### config.mk
export PLATFORM = sky130hd
export DESIGN_NAME = rps_match_controller
export DESIGN_NICKNAME = d
export VERILOG_FILES = /design/src/rtl/rps_match_controller.sv
export SDC_FILE = /design/constraint.sdc
export NUM_CORES = 1
export LEC_CHECK = 0
export BUFFER_PORTS_ARGS = -buffer_cell sky130_fd_sc_hd__buf_4
export CAP_MARGIN = 10
export CORE_MARGIN = 2
export CORE_UTILIZATION = 58
export DETAILED_ROUTE_END_ITERATION = 8
export PLACE_DENSITY = 0.84
export SYNTH_ARGS = -nofsm -noshare
export SYNTH_HDL_FRONTEND = slang
export SYNTH_SLANG_ARGS = --single-unit
export TNS_END_PERCENT = 1
### constraint.sdc
create_clock -name clk -period 2.8 [get_ports clk]
set_clock_uncertainty 0.05 [all_clocks]
set_input_delay 0.7 -clock clk [delete_from_list [all_inputs] [get_ports clk]]
set_output_delay 0.7 -clock clk [all_outputs]
set_load 0.1 [all_outputs]
### src/rtl/rps_match_controller.sv
// ---------------------------------------------------------------------------
// rps_match_controller
//   Initiator side of the stone-paper-scissors core handshake. One round:
//   latch both moves, raise game_start, wait for the core status to show
//   RESULT, score the reported winner, drop game_start, wait for the core
//   to return to IDLE. Round wins accumulate into a best-of match. Player 2
//   can be driven from a free-running LFSR (CPU opponent).
//
// Ports
//   clk, reset        : clock, synchronous active-high reset
//   user_go           : request a round (sampled in M_IDLE only)
//   user_p1_move      : player 1 move (00 stone, 01 paper, 10 scissors)
//   user_p2_move      : player 2 move when cpu_mode=0
//   cpu_mode          : 1 = player 2 move comes from the LFSR
//   clear_match       : zero scores/flags (M_IDLE and M_DONE only)
//   game_status       : core status {state[2:0], winner[1:0], debug[2:0]}
//   game_start        : registered start to the core
//   game_p1/p2_move   : registered moves to the core
//   score_p1/p2, ties : round tallies (ties saturate at 255)
//   last_winner       : winner code of the last completed round
//   round_done        : 1-cycle pulse, scored round
//   void_round        : 1-cycle pulse, core reported winner 11
//   match_over        : high in M_DONE
//   match_winner      : 01 p1, 10 p2, 00 none
//   timeout_err       : sticky handshake timeout
//   busy              : high in M_ISSUE or M_RELEASE
// ---------------------------------------------------------------------------
module rps_match_controller #(
  parameter int          WINS_NEEDED = 2,
  parameter int          TIMEOUT     = 16,
  parameter logic [7:0]  SEED        = 8'hA5
) (
  input  logic       clk,
  input  logic       reset,
  input  logic       user_go,
  input  logic [1:0] user_p1_move,
  input  logic [1:0] user_p2_move,
  input  logic       cpu_mode,
  input  logic       clear_match,
  input  logic [7:0] game_status,
  output logic       game_start,
  output logic [1:0] game_p1_move,
  output logic [1:0] game_p2_move,
  output logic [3:0] score_p1,
  output logic [3:0] score_p2,
  output logic [7:0] ties,
  output logic [1:0] last_winner,
  output logic       round_done,
  output logic       void_round,
  output logic       match_over,
  output logic [1:0] match_winner,
  output logic       timeout_err,
  output logic       busy
);

  typedef enum logic [1:0] {
    M_IDLE    = 2'd0,
    M_ISSUE   = 2'd1,
    M_RELEASE = 2'd2,
    M_DONE    = 2'd3
  } state_t;

  localparam logic [2:0] CORE_IDLE   = 3'b000;
  localparam logic [2:0] CORE_RESULT = 3'b010;
  localparam logic [3:0] WINS        = 4'(WINS_NEEDED);
  localparam logic [7:0] TMO_LAST    = 8'(TIMEOUT - 1);

  // core status fields
  logic [2:0] core_state;
  logic [1:0] core_winner;
  logic       unused_debug;

  assign core_state   = game_status[7:5];
  assign core_winner  = game_status[4:3];
  assign unused_debug = ^game_status[2:0];

  // state and datapath registers
  state_t     state_q, state_d;
  logic [7:0] lfsr_q, lfsr_d;
  logic [7:0] tmo_cnt_q, tmo_cnt_d;
  logic       game_start_q, game_start_d;
  logic [1:0] p1_move_q, p1_move_d;
  logic [1:0] p2_move_q, p2_move_d;
  logic [3:0] score_p1_q, score_p1_d;
  logic [3:0] score_p2_q, score_p2_d;
  logic [7:0] ties_q, ties_d;
  logic [1:0] last_winner_q, last_winner_d;
  logic       round_done_q, round_done_d;
  logic       void_round_q, void_round_d;
  logic [1:0] match_winner_q, match_winner_d;
  logic       timeout_err_q, timeout_err_d;

  // decoded events
  logic       go_fire;
  logic       result_seen;
  logic       idle_seen;
  logic       tmo_hit;
  logic       clr_fire;
  logic [1:0] cpu_move;
  logic       lfsr_fb;

  // x^8+x^6+x^5+x^4+1, shifted in at the LSB. Free-running so the CPU move
  // depends on the exact cycle user_go is accepted.
  assign lfsr_fb  = lfsr_q[7] ^ lfsr_q[5] ^ lfsr_q[4] ^ lfsr_q[3];
  assign cpu_move = (lfsr_q[1:0] == 2'b11) ? 2'b00 : lfsr_q[1:0];

  assign go_fire     = (state_q == M_IDLE) && !clear_match && user_go;
  assign result_seen = (state_q == M_ISSUE) && (core_state == CORE_RESULT);
  assign idle_seen   = (state_q == M_RELEASE) && (core_state == CORE_IDLE);
  assign tmo_hit     = (tmo_cnt_q == TMO_LAST);
  // clear is only honoured when no handshake is in flight
  assign clr_fire    = clear_match && ((state_q == M_IDLE) || (state_q == M_DONE));

  // -------------------------------------------------------------------------
  // FSM: state register
  // -------------------------------------------------------------------------
  always_ff @(posedge clk) begin
    if (reset) state_q <= M_IDLE;
    else       state_q <= state_d;
  end

  // -------------------------------------------------------------------------
  // FSM: next state
  // -------------------------------------------------------------------------
  always_comb begin
    state_d = state_q;
    unique case (state_q)
      M_IDLE: begin
        if (go_fire) state_d = M_ISSUE;
      end
      M_ISSUE: begin
        // the awaited status wins over a coincident timeout
        if (core_state == CORE_RESULT) state_d = M_RELEASE;
        else if (tmo_hit)              state_d = M_IDLE;
      end
      M_RELEASE: begin
        if (core_state == CORE_IDLE) begin
          if ((score_p1_q == WINS) || (score_p2_q == WINS)) state_d = M_DONE;
          else                                              state_d = M_IDLE;
        end else if (tmo_hit) begin
          state_d = M_IDLE;
        end
      end
      M_DONE: begin
        if (clear_match) state_d = M_IDLE;
      end
      default: state_d = M_IDLE;
    endcase
  end

  // -------------------------------------------------------------------------
  // Datapath next values
  // -------------------------------------------------------------------------
  always_comb begin
    lfsr_d         = {lfsr_q[6:0], lfsr_fb};
    p1_move_d      = p1_move_q;
    p2_move_d      = p2_move_q;
    score_p1_d     = score_p1_q;
    score_p2_d     = score_p2_q;
    ties_d         = ties_q;
    last_winner_d  = last_winner_q;
    match_winner_d = match_winner_q;
    timeout_err_d  = timeout_err_q;
    round_done_d   = 1'b0;
    void_round_d   = 1'b0;

    // start is high exactly while the next state is M_ISSUE, so it drops on
    // the same edge that scores the round or aborts on timeout
    game_start_d = (state_d == M_ISSUE);

    // counter restarts on every state change, counts while a state is held
    if (((state_q == M_ISSUE) || (state_q == M_RELEASE)) && (state_d == state_q))
      tmo_cnt_d = tmo_cnt_q + 8'd1;
    else
      tmo_cnt_d = 8'd0;

    if (go_fire) begin
      p1_move_d = user_p1_move;
      p2_move_d = cpu_mode ? cpu_move : user_p2_move;
    end

    if (result_seen) begin
      last_winner_d = core_winner;
      unique case (core_winner)
        2'b01: begin score_p1_d = score_p1_q + 4'd1; round_done_d = 1'b1; end
        2'b10: begin score_p2_d = score_p2_q + 4'd1; round_done_d = 1'b1; end
        2'b00: begin
          if (ties_q != 8'hFF) ties_d = ties_q + 8'd1;
          round_done_d = 1'b1;
        end
        default: void_round_d = 1'b1;
      endcase
    end

    if (idle_seen) begin
      if (score_p1_q == WINS)      match_winner_d = 2'b01;
      else if (score_p2_q == WINS) match_winner_d = 2'b10;
    end

    if (((state_q == M_ISSUE) && !result_seen && tmo_hit) ||
        ((state_q == M_RELEASE) && !idle_seen && tmo_hit))
      timeout_err_d = 1'b1;

    if (clr_fire) begin
      score_p1_d     = 4'd0;
      score_p2_d     = 4'd0;
      ties_d         = 8'd0;
      last_winner_d  = 2'b00;
      match_winner_d = 2'b00;
      timeout_err_d  = 1'b0;
    end
  end

  always_ff @(posedge clk) begin
    if (reset) begin
      lfsr_q         <= SEED;
      tmo_cnt_q      <= 8'd0;
      game_start_q   <= 1'b0;
      p1_move_q      <= 2'b00;
      p2_move_q      <= 2'b00;
      score_p1_q     <= 4'd0;
      score_p2_q     <= 4'd0;
      ties_q         <= 8'd0;
      last_winner_q  <= 2'b00;
      round_done_q   <= 1'b0;
      void_round_q   <= 1'b0;
      match_winner_q <= 2'b00;
      timeout_err_q  <= 1'b0;
    end else begin
      lfsr_q         <= lfsr_d;
      tmo_cnt_q      <= tmo_cnt_d;
      game_start_q   <= game_start_d;
      p1_move_q      <= p1_move_d;
      p2_move_q      <= p2_move_d;
      score_p1_q     <= score_p1_d;
      score_p2_q     <= score_p2_d;
      ties_q         <= ties_d;
      last_winner_q  <= last_winner_d;
      round_done_q   <= round_done_d;
      void_round_q   <= void_round_d;
      match_winner_q <= match_winner_d;
      timeout_err_q  <= timeout_err_d;
    end
  end

  // -------------------------------------------------------------------------
  // FSM: outputs
  // -------------------------------------------------------------------------
  always_comb begin
    match_over = (state_q == M_DONE);
    busy       = (state_q == M_ISSUE) || (state_q == M_RELEASE);
  end

  assign game_start   = game_start_q;
  assign game_p1_move = p1_move_q;
  assign game_p2_move = p2_move_q;
  assign score_p1     = score_p1_q;
  assign score_p2     = score_p2_q;
  assign ties         = ties_q;
  assign last_winner  = last_winner_q;
  assign round_done   = round_done_q;
  assign void_round   = void_round_q;
  assign match_winner = match_winner_q;
  assign timeout_err  = timeout_err_q;

endmodule
==> reports/qor.yml, run 1 <==
grt-ovfl-total: 0
async_flop_share_pct: 0
cts_resized: 0
fin_crit_sh_pct: 83.49
dp_cells: 314
die_area_um2: 4253
routed_wl_mm: 4.235
cp-start-kind: "register"
power.switching_w: 0.0005426
yosysSeqAreaShare_pct: 42.37
final_core_util_pct: 72.18
wire_per_inst_um: 13.15
worst-slew-pin-transition_ns: 0.6145
ctsHoldBuffers: 0
hpwlAfterDp_mm: 3.177
fin_setup_tns_ns: 0
synth.distinct_cells: 50
holdCritPathClass: "reg -> reg"
crit_fanout: 7
core_region_area_um2: 3633
vias: 1783
crit_required_ns: 2.05
cts_buffers: 5
setup.worst_path.class: "reg -> out"
drt_iter0_drc: 122
track_usage_pct: 22.54
cts-root-buf: "clkbuf_8"
clockPowerShare_pct: 26.5
p_comb_share_pct: 26.8
critPathMaxStageDelay_ns: 0.47
register_area_um2: 920.9
outcome: "finished clean"
sequentialPowerShare_pct: 46.8
sw_frac_of_total_pct: 35.66
cap_viol_max_count: 0
antenna_cells: 0
report.final.slew_viol_count: 0
multi_input_area_um2: 1182
io_buffers: 43
std_cell_rows: 22
worst_ep_arrival_time_ns: 1.59
die_y_um: 65.22
synthesis.nets: 256
setup_viol: 0
cp-end-kind: "output pin"
grt_start_max_net_pins: 21
drc: 0
clock_latency_ns: 0.30
pwr_density_cell_nw_per_um2: 580.2
drive_gt1_share_pct: 24.45
syn_area_um2: 2173
cts_tree: "done"
h-tree-depth: 2
synth_edf_count: 0
nets: 301
syn_to_final_growth_pct: 20.67
io_pins: 47
post-route-min-period_ns: 2.338
syn_inst: 228
p_int_w: 0.0009791
ant_nets: 0
synth_seq_cells: 46
worstPathCellList: "inv_1, ha_1, buf_4"
via_per_inst: 5.537
ys_warn_count: 0
cts.sinks: 46
hold_viol: 0
routabilityCongestion: 0.8713
cp_slowest_cell: "dfxtp_1"
initial_core_util_pct: 59.81
antenna_found_initial: 0
irDropWorstVdd_mv: 0.6450
grt_pass1_vias: 1690
yosys_most_used_dff: "dfxtp_1"
rsz0062_at_grt: "no"
layoutNonFillerInstCount: 322
fill_cells: 284
synth.avg_cell_area_um2: 9.532
grt_pass1_wl_mm: 7.452
die_x_um: 65.22
p_leak_nw: 1.040
clock_path_buffers: 2
slew_headroom_pct: 59.03
postCtsSetupBuffers: 0
drtPass1Iterations: 4
clock.fmax_mhz: 427.8
clk_pin_slew_ns: 0.09
## layout by cell type (no fill, tap or decap), types with 2 or more instances in the layout
master / instances
dfxtp_1: 46
buf_4: 44
nor2_1: 21
nand2_1: 17
a21oi_1: 14
ha_1: 11
xnor2_1: 10
nand3_1: 10
nor4_1: 10
inv_1: 8
xor2_1: 6
nor3_1: 5
nand2b_1: 5
nor2b_1: 5
clkbuf_8: 5
mux2i_1: 4
o31ai_1: 3
or4_1: 3
or2_2: 3
a211oi_1: 3
o21ai_0: 3
or3_1: 3
clkinv_2: 2
nor4_4: 2
o211a_1: 2
nor3b_1: 2
nand3b_1: 2
a311oi_1: 2
## per-layer routing
| metal | global-route usage [%] | routed length (um) | vias to the layer above | share of wire [%] |
|---|---|---|---|---|
| li1 | - | - | 915 | - |
| met1 | 27.87 | 1941 | 839 | 46 |
| met2 | 37.88 | 2098 | 22 | 50 |
| met3 | 4.966 | 124 | 7 | 2.9 |
| met4 | 9.375 | 70 | 0 | 1.7 |
| met5 | 0 | 0 | - | 0 |
## power groups by stage
| stage | clock network, W | logic [W] | registers, W |
|---|---|---|---|
| floorplan | 0 | 0.000224 | 0.000819 |
| global placement | 0 | 0.000399 | 0.000726 |
| detailed placement | 0 | 0.000408 | 0.000727 |
| CTS | 0.000409 | 0.000409 | 0.000712 |
| global route | 0.000435 | 0.000436 | 0.000716 |
| finish | 0.000403 | 0.000407 | 0.000712 |
## worst max-delay path, delay by kind of cell, from the launching register on
kind | cells | cell delay [ns]
fa+ha+maj | 1 | 0.36
buf+inv | 2 | 0.45
flops | 1 | 0.47
## worst paths after layout
path / from / endpoint / slack (ns) / cells past startpoint
max: state_q[1] / busy / 0.46 / 3
min: lfsr_q[6] / lfsr_q[7] / 0.37 / 1
max reg2reg: state_q[1] / tmo_cnt_q[5] / 0.66 / 6
min reg2reg: lfsr_q[6] / lfsr_q[7] / 0.37 / 1
## sequential cells by signal (all words and copies together) (netlist names)
| signal | flops |
|---|---|
| round_done | 1 |
| state_q | 2 |
| lfsr_q | 8 |
| void_round | 1 |
| last_winner | 2 |
| timeout_err | 1 |
| match_winner | 2 |
| ties | 8 |
| tmo_cnt_q | 8 |
| game_p2_move | 2 |
| game_start | 1 |
| score_p1 | 4 |
| game_p1_move | 2 |
| score_p2 | 4 |
## logic make-up after synthesis
kind of cell	share of synthesized area, %
AO/OA/AOI/OAI	14.28
adder cells (fa/ha/maj)	6.333
multiplexers	1.842
XOR/XNOR	6.448
buffers and inverters	3.223
AND/OR/NAND/NOR	25.50
flip-flops	42.37
## final cells by class
cell class / count / area share, %
well taps: 48 / 2.290
multi-input cells: 166 / 45.09
clock inverters: 3 / 0.8111
clock buffers: 5 / 2.624
inverters: 10 / 1.479
repair buffers: 44 / 12.60
flip-flops and latches: 46 / 35.11
## synthesized netlist by cell type, types with 3 or more instances
library cell,count,area share (%)
a211oi_1,3,1.0
a21oi_1,14,3.2
clkbuf_1,4,0.69
dfxtp_1,46,42
ha_1,11,6.3
inv_1,8,1.4
mux2i_1,4,1.8
nand2_1,17,2.9
nand2b_1,5,1.4
nand3_1,10,2.3
nor2_1,21,3.6
nor2b_1,5,1.4
nor3_1,5,1.2
nor4_1,10,2.9
o21ai_0,3,0.69
o31ai_1,3,1.0
or2_2,3,0.86
or3_1,3,0.86
or4_1,3,1.0
xnor2_1,10,4.0
xor2_1,6,2.4
## per-stage QoR
| step | setup slack (ns) | instance area [um2] | hold WS, ns | total power (W) |
|---|---|---|---|---|
| 2_1_floorplan | 0.2393 | 2173 | 0.3395 | 0.001044 |
| 3_3_place_gp | 0.6043 | 2532 | 0.3428 | 0.001125 |
| 3_5_place_dp | 0.5841 | 2532 | 0.3660 | 0.001135 |
| 4_1_cts | 0.4752 | 2623 | 0.3797 | 0.001530 |
| 5_1_grt | 0.3986 | 2623 | 0.3905 | 0.001588 |
| 6_report | 0.4624 | 2623 | 0.3738 | 0.001522 |
(Power assumes the default switching activity.)
==> run 2, diff against run 1 <==
ABC_AREA = 1   (was unset)
CORE_UTILIZATION = 48   (was 58)
PLACE_DENSITY = 0.75   (was 0.84)
clock period = 2.1 ns   (was 2.8 ns; I/O delays follow)
==> run 2 against run 1 <==
  * Combinational power grew 84%
  * Die area up 16%
  * Sequential share of layout area down 0.058 points
  * Register-to-register slack got worse by 0.40 ns
  * Hold slack worse by 0.018 ns
  * Global-route usage fell by 5.1 points
  * Sequential cell count did not move
  * Utilization shrank 11 points
  * Highest routed layer unchanged
  * Cell count up 13%
  * Area after synthesis is 3.5% lower
==> reports/qor.yml, run 2 <==
crit_fanout: 6
async_flop_share_pct: 0
layoutNonFillerInstCount: 364
routed_wl_mm: 3.879
post-route-min-period_ns: 2.008
sw_frac_of_total_pct: 35.04
power.switching_w: 0.0008829
setup_viol: 0
die_y_um: 70.10
ant_nets: 0
synth.distinct_cells: 30
p_int_w: 0.001637
holdCritPathClass: "reg -> reg"
p_leak_nw: 1.228
antenna_cells: 0
core_region_area_um2: 4294
critical_path.startpoint: "state_q[1]"
grt-ovfl-total: 0
clock_latency_ns: 0.30
nets: 339
clockPowerShare_pct: 31.8
io_buffers: 43
pwr_density_cell_nw_per_um2: 955.2
hpwlAfterDp_mm: 2.913
yosysSeqAreaShare_pct: 43.91
cts.sinks: 46
drive_gt1_share_pct: 24.68
hold_viol: 0
io_pins: 47
cts-root-buf: "clkbuf_8"
yosysTopAreaCell: "dfxtp_1"
yosys.area.top_type_share_pct: 43.91
clock_path_buffers: 2
antenna_found_initial: 0
routed-wl-met2_mm: 1.879
worst_ep_arrival_time_ns: 1.43
report.final.slew_viol_count: 0
vias: 1754
ys_warn_count: 0
synth_edf_count: 0
clock.fmax_mhz: 497.9
r2r_setup_slack_ns: 0.26
highest_layer: "met4"
clk_pin_slew_ns: 0.09
outcome: "finished clean"
drc: 0
fin_crit_sh_pct: 95.64
crit_required_ns: 1.52
die_x_um: 70.10
cp-end-kind: "output pin"
cp-start-kind: "register"
synth.avg_cell_area_um2: 8.004
worst-slew-pin-transition_ns: 0.3431
r2r-start: "state_q[1]"
hp-start: "lfsr_q[2]"
setup.worst_path.class: "reg -> out"
pre_cts_ws_ns: 0.1858
syn_inst: 262
yosysMostFrequentCell: "dfxtp_1"
via_per_inst: 4.819
irDropWorstVdd_mv: 0.7874
syn_area_um2: 2097
m1WireLength_mm: 1.745
cts_buffers: 5
yosys_most_used_dff: "dfxtp_1"
track_usage_pct: 17.42
grt_pass1_vias: 1568
synth.area.top_cells: "dfxtp_1, inv_1, ha_1, nor2_1, nand2_1"
routabilityCongestion: 0.7458
grt_start_max_net_pins: 16
met3_length_um: 179
finalWorstSetupSlack_ns: 0.09151
initial_core_util_pct: 48.83
sequentialPowerShare_pct: 38.5
die_area_um2: 4913
dp_cells: 356
std_cell_rows: 24
yosys-top-cells-count: "dfxtp_1, inv_1, nor2_1, nand2_1, o21ai_0"
h-tree-depth: 2
postCtsSetupBuffers: 0
syn_to_final_growth_pct: 25.78
cts_resized: 0
grt_pass1_wl_mm: 6.817
cts_tree: "done"
cap_viol_max_count: 0
rsz0062_at_grt: "no"
ctsHoldBuffers: 0
slew_headroom_pct: 76.92
synth_seq_cells: 46
drt_iter0_drc: 70
synthesis.nets: 290
layout_common_cells: "dfxtp_1, buf_4, inv_1"
wire_per_inst_um: 10.66
drtPass1Iterations: 4
p_comb_share_pct: 29.7
run 2: final timing paths:
check	endpoint	cells after the start
setup / recovery	busy	3
hold / removal	lfsr_q[3]	2
setup reg to reg	ties[6]	10
hold reg to reg	lfsr_q[3]	2
run 2: cell families (layout without fill, tap and decap cells):
kind of cell / after synthesis / in the layout / share of synthesized area, %
DFF: 46 / 46 / 43.91
buffers and inverters: 43 / 93 / 7.817
xor gates and xnor gates: 13 / 13 / 5.430
adders and majority gates: 11 / 11 / 6.563
and+or+nand+nor: 106 / 106 / 25.30
AOI/OAI and AO/OA: 43 / 43 / 10.98
run 2: stage by stage:
stage                     util (%)  power [W]  TNS [ns]  hold WS, ns  area, um2
final                        61.42   0.002519         0       0.3560       2638
after global routing         61.42   0.002671         0       0.3541       2638
after CTS                    61.33   0.002533         0       0.3541       2634
after detailed placement     58.01   0.001725         0       0.3449       2491
after global placement       58.01   0.001713         0       0.3458       2491
after floorplan                  -   0.001581   -0.8474       0.3383       2103
run 2: area by class of cell:
cell class / count / area, um2
Clock inverter: 2 / 60.06
Tap cell: 52 / 65.06
Fill cell: 388 / 1657
Inverter: 41 / 156.4
Sequential cell: 46 / 924.6
Multi-Input combinational cell: 173 / 1015
Clock buffer: 6 / 82.58
Timing Repair Buffer: 44 / 334.1
run 2: routing by layer:
metal | global-route usage [%] | vias up
met2 | 27.51 | 39
met4 | 8.547 | 0
li1 | - | 931
met5 | 0 | -
met3 | 4.618 | 6
met1 | 22.00 | 778
run 2: power groups by stage:
stage	logic, W	registers [W]	clock network, W
6_report	0.000748	0.000971	0.000800
5_1_grt	0.000825	0.000980	0.000865
4_1_cts	0.000743	0.000971	0.000819
3_5_place_dp	0.000734	0.000991	0
3_3_place_gp	0.000722	0.000991	0
2_1_floorplan	0.000418	0.00116	0
run 2: critical path, stage by stage (launching register included):
cell,delay [ns]
dfxtp_1,0.42
inv_1,0.12
ha_2,0.36
buf_6,0.22
